File: src/rtl/align_accumulate_pkg.sv
// Shared SD4 MAC constants, accumulator state encoding and saturation limits.
package sd4_mac_pkg;

    localparam int NUM_LANES = 9;
    localparam int PP_W      = 5;
    localparam int EXP_W     = 5;
    localparam int GRP_W     = 13;

    typedef enum logic {
        EMPTY,
        ACCUM
    } acc_state_t;

    function automatic logic signed [63:0] sat_max(input int w);
        return (64'sd1 <<< (w - 1)) - 64'sd1;
    endfunction

    function automatic logic signed [63:0] sat_min(input int w);
        return -(64'sd1 <<< (w - 1));
    endfunction

endpackage

File: src/rtl/align_accumulate_if.sv
// Group input bundle and windowed result bundle of align_accumulate.
interface align_accumulate_if #(
    parameter int ACC_W = 24,
    parameter int LEN_W = 8
) ();
    import sd4_mac_pkg::*;

    logic                             in_valid;
    logic [NUM_LANES*PP_W-1:0]        pp_in;
    logic [NUM_LANES*EXP_W-1:0]       exp_in;
    logic [EXP_W-1:0]                 exp_max;
    logic [EXP_W-1:0]                 exp_bias;
    logic [LEN_W-1:0]                 acc_len;
    logic                             flush;

    logic                             out_valid;
    logic [ACC_W-1:0]                 acc_out;
    logic [EXP_W-1:0]                 out_exp;
    logic [EXP_W-1:0]                 out_bias;
    logic                             ovf;

    modport master (
        output in_valid, pp_in, exp_in, exp_max, exp_bias, acc_len, flush,
        input  out_valid, acc_out, out_exp, out_bias, ovf
    );

    modport slave (
        input  in_valid, pp_in, exp_in, exp_max, exp_bias, acc_len, flush,
        output out_valid, acc_out, out_exp, out_bias, ovf
    );

endinterface

File: src/rtl/align_accumulate_pp_align.sv
// One lane: sign-extend, append guard bits, floor-shift to the group exponent.
module pp_align
    import sd4_mac_pkg::*;
#(
    parameter int G = 4
) (
    input  logic signed [PP_W-1:0]   pp,
    input  logic        [EXP_W-1:0]  shamt,
    output logic signed [PP_W+G-1:0] aligned
);

    logic signed [PP_W+G-1:0] ext;

    always_comb begin
        ext = {pp, {G{1'b0}}};
        if (shamt >= EXP_W'(PP_W + G)) begin
            aligned = {(PP_W + G){pp[PP_W-1]}};
        end else begin
            aligned = ext >>> shamt;
        end
    end

endmodule

File: src/rtl/align_accumulate.sv
// Aligns nine partial products per group, sums them, and accumulates groups
// into a block-floating-point window emitted once per acc_len groups.
module align_accumulate
    import sd4_mac_pkg::*;
#(
    parameter int G     = 4,
    parameter int ACC_W = 24,
    parameter int LEN_W = 8
) (
    input  logic           clk,
    input  logic           rst,
    align_accumulate_if.slave bus
);

    localparam int AL_W = PP_W + G;
    localparam logic signed [ACC_W-1:0] ACC_MAX = ACC_W'(sat_max(ACC_W));
    localparam logic signed [ACC_W-1:0] ACC_MIN = ACC_W'(sat_min(ACC_W));

    logic signed [AL_W-1:0]  lane_al [NUM_LANES];
    logic signed [GRP_W-1:0] sum_c;

    genvar i;
    generate
        for (i = 0; i < NUM_LANES; i++) begin : g_lane
            pp_align #(.G(G)) u_align (
                .pp      (bus.pp_in[(NUM_LANES-1-i)*PP_W +: PP_W]),
                .shamt   (bus.exp_max - bus.exp_in[(NUM_LANES-1-i)*EXP_W +: EXP_W]),
                .aligned (lane_al[i])
            );
        end
    endgenerate

    always_comb begin
        sum_c = '0;
        for (int k = 0; k < NUM_LANES; k++) begin
            sum_c = sum_c + GRP_W'(lane_al[k]);
        end
    end

    logic                    grp_valid;
    logic signed [GRP_W-1:0] grp_sum;
    logic [EXP_W-1:0]        grp_exp;
    logic [EXP_W-1:0]        grp_bias;
    logic [LEN_W-1:0]        grp_len;

    always_ff @(posedge clk) begin
        if (rst) begin
            grp_valid <= 1'b0;
            grp_sum   <= '0;
            grp_exp   <= '0;
            grp_bias  <= '0;
            grp_len   <= '0;
        end else begin
            grp_valid <= bus.in_valid;
            if (bus.in_valid) begin
                grp_sum  <= sum_c;
                grp_exp  <= bus.exp_max;
                grp_bias <= bus.exp_bias;
                grp_len  <= bus.acc_len;
            end
        end
    end

    acc_state_t              state;
    logic signed [ACC_W-1:0] acc;
    logic [EXP_W-1:0]        acc_e;
    logic [LEN_W-1:0]        cnt;
    logic [LEN_W-1:0]        len;
    logic [EXP_W-1:0]        bias_q;
    logic                    sat;
    logic                    emit;

    logic signed [ACC_W-1:0] grp_ext;
    logic                    grow;
    logic [EXP_W-1:0]        diff;
    logic signed [ACC_W-1:0] acc_sh;
    logic signed [ACC_W-1:0] grp_sh;
    logic signed [ACC_W:0]   sum_w;
    logic                    add_ovf;
    logic signed [ACC_W-1:0] acc_nxt;
    logic [LEN_W-1:0]        len_eff;

    // The operand with the smaller exponent is the one that loses precision.
    always_comb begin
        grp_ext = ACC_W'(grp_sum);
        grow    = grp_exp > acc_e;
        diff    = grow ? (grp_exp - acc_e) : (acc_e - grp_exp);
        acc_sh  = grow ? (acc >>> diff) : acc;
        grp_sh  = grow ? grp_ext : (grp_ext >>> diff);
        sum_w   = {acc_sh[ACC_W-1], acc_sh} + {grp_sh[ACC_W-1], grp_sh};
        add_ovf = sum_w[ACC_W] ^ sum_w[ACC_W-1];
        acc_nxt = sum_w[ACC_W-1:0];
        if (add_ovf) begin
            acc_nxt = sum_w[ACC_W] ? ACC_MIN : ACC_MAX;
        end
        len_eff = (grp_len == '0) ? LEN_W'(1) : grp_len;
    end

    logic                    out_valid_q;
    logic [ACC_W-1:0]        acc_out_q;
    logic [EXP_W-1:0]        out_exp_q;
    logic [EXP_W-1:0]        out_bias_q;
    logic                    ovf_q;

    always_ff @(posedge clk) begin
        if (rst) begin
            state       <= EMPTY;
            acc         <= '0;
            acc_e       <= '0;
            cnt         <= '0;
            len         <= '0;
            bias_q      <= '0;
            sat         <= 1'b0;
            emit        <= 1'b0;
            out_valid_q <= 1'b0;
            acc_out_q   <= '0;
            out_exp_q   <= '0;
            out_bias_q  <= '0;
            ovf_q       <= 1'b0;
        end else begin
            emit <= 1'b0;
            unique case (state)
                EMPTY: begin
                    if (grp_valid) begin
                        acc    <= grp_ext;
                        acc_e  <= grp_exp;
                        cnt    <= LEN_W'(1);
                        len    <= len_eff;
                        bias_q <= grp_bias;
                        sat    <= 1'b0;
                        if (len_eff == LEN_W'(1) || bus.flush) begin
                            emit <= 1'b1;
                        end else begin
                            state <= ACCUM;
                        end
                    end
                end
                ACCUM: begin
                    if (grp_valid) begin
                        acc <= acc_nxt;
                        cnt <= cnt + LEN_W'(1);
                        if (grow) begin
                            acc_e <= grp_exp;
                        end
                        if (add_ovf) begin
                            sat <= 1'b1;
                        end
                    end
                    if ((grp_valid && (cnt + LEN_W'(1) == len)) || bus.flush) begin
                        emit  <= 1'b1;
                        state <= EMPTY;
                    end
                end
                default: state <= EMPTY;
            endcase
            // Window state is already final here, so it is copied verbatim.
            out_valid_q <= emit;
            if (emit) begin
                acc_out_q  <= acc;
                out_exp_q  <= acc_e;
                out_bias_q <= bias_q;
                ovf_q      <= sat;
            end
        end
    end

    assign bus.out_valid = out_valid_q;
    assign bus.acc_out   = acc_out_q;
    assign bus.out_exp   = out_exp_q;
    assign bus.out_bias  = out_bias_q;
    assign bus.ovf       = ovf_q;

endmodule

File: src/flat_wrapper.sv
// flat-port wrapper written by rule: the top's interface ports become plain ports
module align_accumulate_flat import sd4_mac_pkg::*;
#(
    parameter int G     = 4,
    parameter int ACC_W = 24,
    parameter int LEN_W = 8
)
  (clk, rst, bus_in_valid, bus_pp_in, bus_exp_in, bus_exp_max, bus_exp_bias, bus_acc_len, bus_flush, bus_out_valid, bus_acc_out, bus_out_exp, bus_out_bias, bus_ovf);
  align_accumulate_if #(.ACC_W(ACC_W), .LEN_W(LEN_W)) bus_i ();
  input  logic clk;
  input  logic rst;
  input wire logic [$bits(bus_i.in_valid)-1:0] bus_in_valid;
  input wire logic [$bits(bus_i.pp_in)-1:0] bus_pp_in;
  input wire logic [$bits(bus_i.exp_in)-1:0] bus_exp_in;
  input wire logic [$bits(bus_i.exp_max)-1:0] bus_exp_max;
  input wire logic [$bits(bus_i.exp_bias)-1:0] bus_exp_bias;
  input wire logic [$bits(bus_i.acc_len)-1:0] bus_acc_len;
  input wire logic [$bits(bus_i.flush)-1:0] bus_flush;
  output wire logic [$bits(bus_i.out_valid)-1:0] bus_out_valid;
  output wire logic [$bits(bus_i.acc_out)-1:0] bus_acc_out;
  output wire logic [$bits(bus_i.out_exp)-1:0] bus_out_exp;
  output wire logic [$bits(bus_i.out_bias)-1:0] bus_out_bias;
  output wire logic [$bits(bus_i.ovf)-1:0] bus_ovf;
  assign bus_i.in_valid = bus_in_valid;
  assign bus_i.pp_in = bus_pp_in;
  assign bus_i.exp_in = bus_exp_in;
  assign bus_i.exp_max = bus_exp_max;
  assign bus_i.exp_bias = bus_exp_bias;
  assign bus_i.acc_len = bus_acc_len;
  assign bus_i.flush = bus_flush;
  assign bus_out_valid = bus_i.out_valid;
  assign bus_acc_out = bus_i.acc_out;
  assign bus_out_exp = bus_i.out_exp;
  assign bus_out_bias = bus_i.out_bias;
  assign bus_ovf = bus_i.ovf;
  align_accumulate #(.G(G), .ACC_W(ACC_W), .LEN_W(LEN_W)) u_core (.clk(clk), .rst(rst), .bus(bus_i));
endmodule
File: config.mk
export PLATFORM = sky130hd
export DESIGN_NAME = align_accumulate_flat
export DESIGN_NICKNAME = d
export VERILOG_FILES = /design/src/rtl/align_accumulate_pkg.sv /design/src/rtl/align_accumulate_if.sv /design/src/rtl/align_accumulate_pp_align.sv /design/src/rtl/align_accumulate.sv /design/src/flat_wrapper.sv
export SDC_FILE = /design/constraint.sdc
export NUM_CORES = 1
export LEC_CHECK = 0
export BUFFER_PORTS_ARGS = -buffer_cell sky130_fd_sc_hd__buf_2
export CORE_ASPECT_RATIO = 1.4
export CORE_MARGIN = 3
export CORE_UTILIZATION = 66
export CTS_CLUSTER_SIZE = 14
export DETAILED_ROUTE_END_ITERATION = 10
export PLACE_DENSITY = 0.88
export SYNTH_ARGS = -nofsm -noshare
export SYNTH_HDL_FRONTEND = slang
export SYNTH_SLANG_ARGS = --single-unit
File: constraint.sdc
create_clock -name clk -period 25.4 [get_ports clk]
set_clock_uncertainty 0.05 [all_clocks]
set_input_delay 5.08 -clock clk [delete_from_list [all_inputs] [get_ports clk]]
set_output_delay 5.08 -clock clk [all_outputs]
set_load 0.005 [all_outputs]
## Word level (Yosys, flattened, before mapping)

Index checks and enable logic that the tools add are counted.

- Word-level logic and storage cells: 113
- Bits in registers: 121
- Input bits: 112

- Add/subtract/negate cells: 21
- Reductions and logical operators: 8
- Muxes and demuxes: 37
- Equal/unequal tests: 6
- $lt $le $gt $ge: 10
- Bitwise gates (word level): 2
- Shifts and indexed selects: 11

Operator list:

| cell | count |
|---|---|
| 24-bit two-way mux | 6 |
| 9-bit two-way mux | 9 |
| 9-bit by 5-bit >>> shifter with 9-bit output | 9 |
| 13-bit by 9-bit adder with 13-bit output | 6 |
| 5-bit subtractor | 11 |
| 24-bit case mux with 2 select lines | 1 |
| 5-bit by 4-bit greater-or-equal comparator with 1-bit output (second input constant) | 9 |
| 24-bit by 24-bit adder with 25-bit output | 1 |
| 8-bit two-way mux | 3 |
| 13-bit by 5-bit >>> shifter with 24-bit output | 1 |
| 24-bit by 5-bit >>> shifter with 24-bit output | 1 |
| 5-bit two-way mux | 4 |
| 8-bit case mux with 2 select lines | 1 |
| 10-bit by 9-bit adder with 11-bit output | 1 |
| 9-bit by 9-bit adder with 10-bit output | 1 |
| 5-bit case mux with 2 select lines | 1 |
| 1-bit two-way mux | 9 |
| 8-bit by 1-bit adder with 8-bit output (second input constant) | 1 |
| 8-bit by 1-bit == test with 1-bit output (second input constant) | 1 |
| 8-bit == test | 1 |
| 8-bit zero test | 1 |
| 1-bit case mux with 2 select lines | 3 |
| 3-bit AND reduction | 2 |
| 5-bit > comparator | 1 |
| other kinds (7) | 11 |

## Longest topological paths before layout

- Depth after elaboration: 11
- Depth in mapped cells: 35

## Modules after synthesis

Synthesis repeated with hierarchy kept, for this count alone.

- Cell total of the unflattened synthesis: 1654
- Area total of the unflattened synthesis: 14381.3 um^2

By module, submodules not included:

| module | instances | area each (um^2) | cells an instance |
|---|---|---|---|
| align_accumulate | 1 | 12016.5 | 1357 |
| pp_align | 9 | 262.8 | 33 |

## Least setup slack after synthesis

Ideal clock, no wire load.

- Kind: input -> register
- From: input bus_exp_max[0]
- To: register u_core.grp_sum[9]
- Data arrival time: 11.414 ns
- Slack: 13.830 ns
- Library setup time: 0.106 ns
- Cell stages on the path: 26
- Buffers on the path: 0
- Path through: inv_1 ha_1 inv_1 fa_1 a21oi_1 nand2b_1 and3_1 o31ai_1 nor2_1 a22o_1 a21o_1 fa_1 fa_1 fa_1 inv_1 fa_1 fa_1 nor2b_1 o21ai_0 a21oi_1 o21a_1 o21ai_0 nand2b_1 a21oi_1 or4b_2 o311ai_0

- Cells in the longest elaborated chain, start to end: 11

RTL lines:

| element | RTL line | text |
|---|---|---|
| start, declared | flat_wrapper.sv:15 | `input wire logic [$bits(bus_i.exp_max)-1:0] bus_exp_max;` |
| 5-bit subtractor | align_accumulate.sv:27 | `.shamt (bus.exp_max - bus.exp_in[(NUM_LANES-1-i)*EXP_W +: EXP_W]),` |
| 5-bit by 4-bit greater-or-equal comparator with 1-bit output / 9-bit by 5-bit >>> shifter with 9-bit output (equally long branches) | align_accumulate_pp_align.sv:16, align_accumulate_pp_align.sv:19 |  |
| 9-bit two-way mux | align_accumulate_pp_align.sv:16 | `if (shamt >= EXP_W'(PP_W + G)) begin` |
| 9-bit by 9-bit adder with 10-bit output | align_accumulate.sv:36 | `sum_c = sum_c + GRP_W'(lane_al[k]);` |
| 10-bit by 9-bit adder with 11-bit output | align_accumulate.sv:36 |  |
| 13-bit by 9-bit adder with 13-bit output (5 in series) | align_accumulate.sv:36 |  |
| 13-bit by 9-bit adder with 13-bit output * | align_accumulate.sv:36 |  |
| end signal, assigned | align_accumulate.sv:56 | `grp_sum <= sum_c;` |
| end, declared | align_accumulate.sv:41 | `logic signed [GRP_W-1:0] grp_sum;` |

Mark *: on every way between the ends. The rest lies on a longest branch, timed or not.
A chain may end at the register's enable or synchronous reset.

## Worst setup path after layout

Ends and elaborated chain as after synthesis.

==> flow_summary.ini <==
[logic_synthesis]
synthFlopType = dfxtp_1
synth_area_um2 = 14300
ys_warn_count = 0
syn_inst = 1811
yosysSeqAreaShare = 0.169
yosysTopAreaCell = dfxtp_1
ys_seq_elements = 121
synth.avg_cell_area_um2 = 7.91
synth_top_area_share = 0.169
synthTopCellsByArea = dfxtp_1 (17%), mux2i_1 (12%), fa_1 (9.8%), ha_1 (8.1%), a21oi_1 (5.5%)
async_flop_share = 0
synth_cell_types = 88
synth-edff-count = 0
synth_nets = 2086

[pwr]
total_power_uw = 1770
power_density_nw_per_um2 = 113
irDropWorstVdd_mv = 0.112
leakage_uw = 0.00710
p_int_uw = 911
pwr-share-clk = 0.137
seq_power_share = 0.134
comb_power_share = 0.729
swShare = 0.485
p_switching_uw = 859

[global_routing]
grt-ovfl-total = 0
track_usage = 0.345
grt_pass1_vias = 13800
grt_max_degree = 76
grt_pass1_wl_um = 65900
antenna_found_initial = 0

[setup_path]
start_kind = input pin
max_stage_delay_ns = 0.70
worst_path_most_repeated_cell = fa_1
arrival_ns = 12.27
required_ns = 25.65
crit_buf_inv = 4
slowest_stage = o31ai_1
crit_fanout = 9
crit_path_end_kind = flop
crit_family = adder cells
worst-setup-path-type = input pin to flop

[placement]
dp_slack_ns = 13.00
gp_congestion = 0.989
dp_hpwl_um = 30700
port_buffers = 147
dp_cells = 2139

[clocking]
tritoncts.num_buffers = 17
clockBufferDepth = 2
cts_setup_buffers = 0
htreeDepth = 4
cts_tree = yes
clock_latency_ns = 0.42
cts_sinks = 121
ctsResizeCount = 0
cts_root_buf = clkbuf_16
hold_buffers = 0
clkTransAtPathRegs_ns = 0.06

[route]
drc_errors = 0
first_pass_iters = 7
drtIter0Drc = 1007
wl_um = 40300
dr_total_vias = 13800
wl_per_cell_um = 18.6
ant_nets = 0
vias_per_cell = 6.36

[flow_run]
maxCapViolations = 0

[floorplanning]
die_y_um = 180
num_rows = 63
start_util = 0.673
dieArea_um2 = 23500
die-width_um = 131
boundaryPins = 148
coreArea_um2 = 21300

[sta]
setup_viol = 0
min_period_over_period = 0.473
finalHoldViolations = 0
slew_headroom = 0.172
finalWorstSetupSlack_ns = 13.38
rsz0062_at_grt = false
period_minus_slack_ns = 12.02
fmax_mhz = 83.2
slew_viol_final = 0
fin_setup_tns_ns = 0
worstMarginPinSlew_ns = 1.24

[cells_and_area]
area_growth_pct = 9.57
ff_latch_area_um2 = 2420
layout.nets = 2173
multiInputGateArea_um2 = 11000
layout-drive-gt1-share = 0.140
diodes = 0
fill_cells = 1578
stdcell_count = 2171

[outcome]
outcome = finished, final reports clean

[hold_path]
hold_path.class = flop to flop
## cell usage after synthesis (7+ instances only)
| library cell | count |
|---|---|
| a2111oi_0 | 9 |
| a211oi_1 | 22 |
| a21o_1 | 35 |
| a21oi_1 | 157 |
| a22oi_1 | 8 |
| a31oi_1 | 15 |
| and3_1 | 7 |
| buf_2 | 15 |
| clkbuf_1 | 64 |
| dfxtp_1 | 121 |
| fa_1 | 70 |
| ha_1 | 93 |
| inv_1 | 152 |
| mux2_2 | 41 |
| mux2i_1 | 166 |
| mux4_2 | 11 |
| nand2_1 | 161 |
| nand2b_1 | 32 |
| nand3_1 | 32 |
| nor2_1 | 199 |
| nor2b_1 | 21 |
| nor3_1 | 32 |
| o21a_1 | 12 |
| o21ai_0 | 98 |
| o22a_1 | 7 |
| o22ai_1 | 12 |
| o31ai_1 | 11 |
| xnor2_1 | 48 |
| xor2_1 | 24 |
## through the flow
step | hold slack [ns] | instance area, um^2 | utilization
floorplan | 0.381 | 14300 | -
global placement | 0.389 | 15100 | 0.709
detailed placement | 0.398 | 15100 | 0.709
CTS | 0.408 | 15700 | 0.737
global route | 0.442 | 15700 | 0.737
finish | 0.409 | 15700 | 0.737
## state kept, by name, summed over array words and instances, names as in the netlist, 5 cells and up
name,count
u_core.bus.acc_out,24
u_core.bus.out_exp,5
u_core.bus.out_bias,5
u_core.grp_exp,5
u_core.cnt,8
u_core.acc_e,5
u_core.grp_bias,5
u_core.grp_len,8
u_core.grp_sum,13
u_core.bias_q,5
u_core.acc,24
u_core.len,8
## cells in the final DEF (no fill, tap or decap), types with 7 or more instances in the layout
master	n
mux2i_1	165
inv_1	152
o22ai_1	12
a211oi_1	22
a31oi_1	15
ha_1	93
a2111oi_0	9
mux4_2	11
fa_1	70
clkbuf_16	17
o22a_1	7
dfxtp_1	120
o21a_1	12
nor3_1	32
o31ai_1	11
nand3_1	32
a22oi_1	8
a21o_1	35
nor2b_1	21
a21oi_1	157
nand2b_1	32
buf_4	12
buf_2	146
o21ai_0	98
and3_1	7
nand2_1	161
xor2_1	24
mux2_2	41
xnor2_1	48
nor2_1	198
## power groups by stage
stage	Combinational (uW)	Sequential, uW	Clock (uW)
CTS	1280	235	243
global route	1440	238	253
detailed placement	1270	239	0
finish	1290	237	243
global placement	1210	238	0
floorplan	1010	227	0
## logic make-up (layout without fill, tap and decap cells)
logic type	after synthesis	after routing	synth area share
simple gates	526	526	0.164
fa+ha+maj	163	163	0.179
flops	121	121	0.169
compound gates	464	464	0.206
xor+xnor	74	74	0.0463
mux	220	220	0.168
buf+inv	243	343	0.0671
## worst register-to-register path, cell delays in order (launching register included)
cell and delay, ns:
dfxtp_1 0.43, inv_1 0.07, ha_1 0.28, buf_4 0.38, inv_2 0.35, o22a_1 0.31
o31ai_4 0.07, buf_4 0.48, mux2i_1 0.44, xor2_2 0.76, nand2_1 0.68, o22ai_1 0.36
o22ai_1 0.16, fa_1 0.43, nand2b_1 0.19, a21oi_1 0.41, o22ai_1 0.27, o21ai_1 0.27
a31oi_1 0.18, o221a_2 0.36, nand2_1 0.61, a21oi_1 0.14, a2111oi_0 0.59
## area by class of cell
type / instances / share of cell area
clock inverters: 13 / 0.00901
repair buffers: 158 / 0.0523
multi-input cells: 1447 / 0.698
flip-flops and latches: 121 / 0.154
clock buffers: 19 / 0.0289
well taps: 260 / 0.0207
inverters: 153 / 0.0366
## final timing paths
kind / slack (ns) / cells past startpoint / from / endpoint
setup / recovery: 13.38 / 27 / bus_exp_max[0] / u_core.grp_sum[9]
hold / removal: 0.41 / 2 / u_core.grp_bias[0] / u_core.bias_q[0]
setup reg to reg: 16.98 / 22 / u_core.acc_e[0] / u_core.acc[6]
hold reg to reg: 0.41 / 2 / u_core.grp_bias[0] / u_core.bias_q[0]
## layer usage
| metal | up-vias | wire length, um | track usage |
|---|---|---|---|
| met3 | 203 | 2390 | 0.0510 |
| met1 | 6440 | 14100 | 0.368 |
| met5 | - | 0 | 0 |
| met4 | 0 | 3190 | 0.242 |
| met2 | 626 | 20600 | 0.605 |
| li1 | 6549 | - | - |
Power figures use the tool's default switching activity.
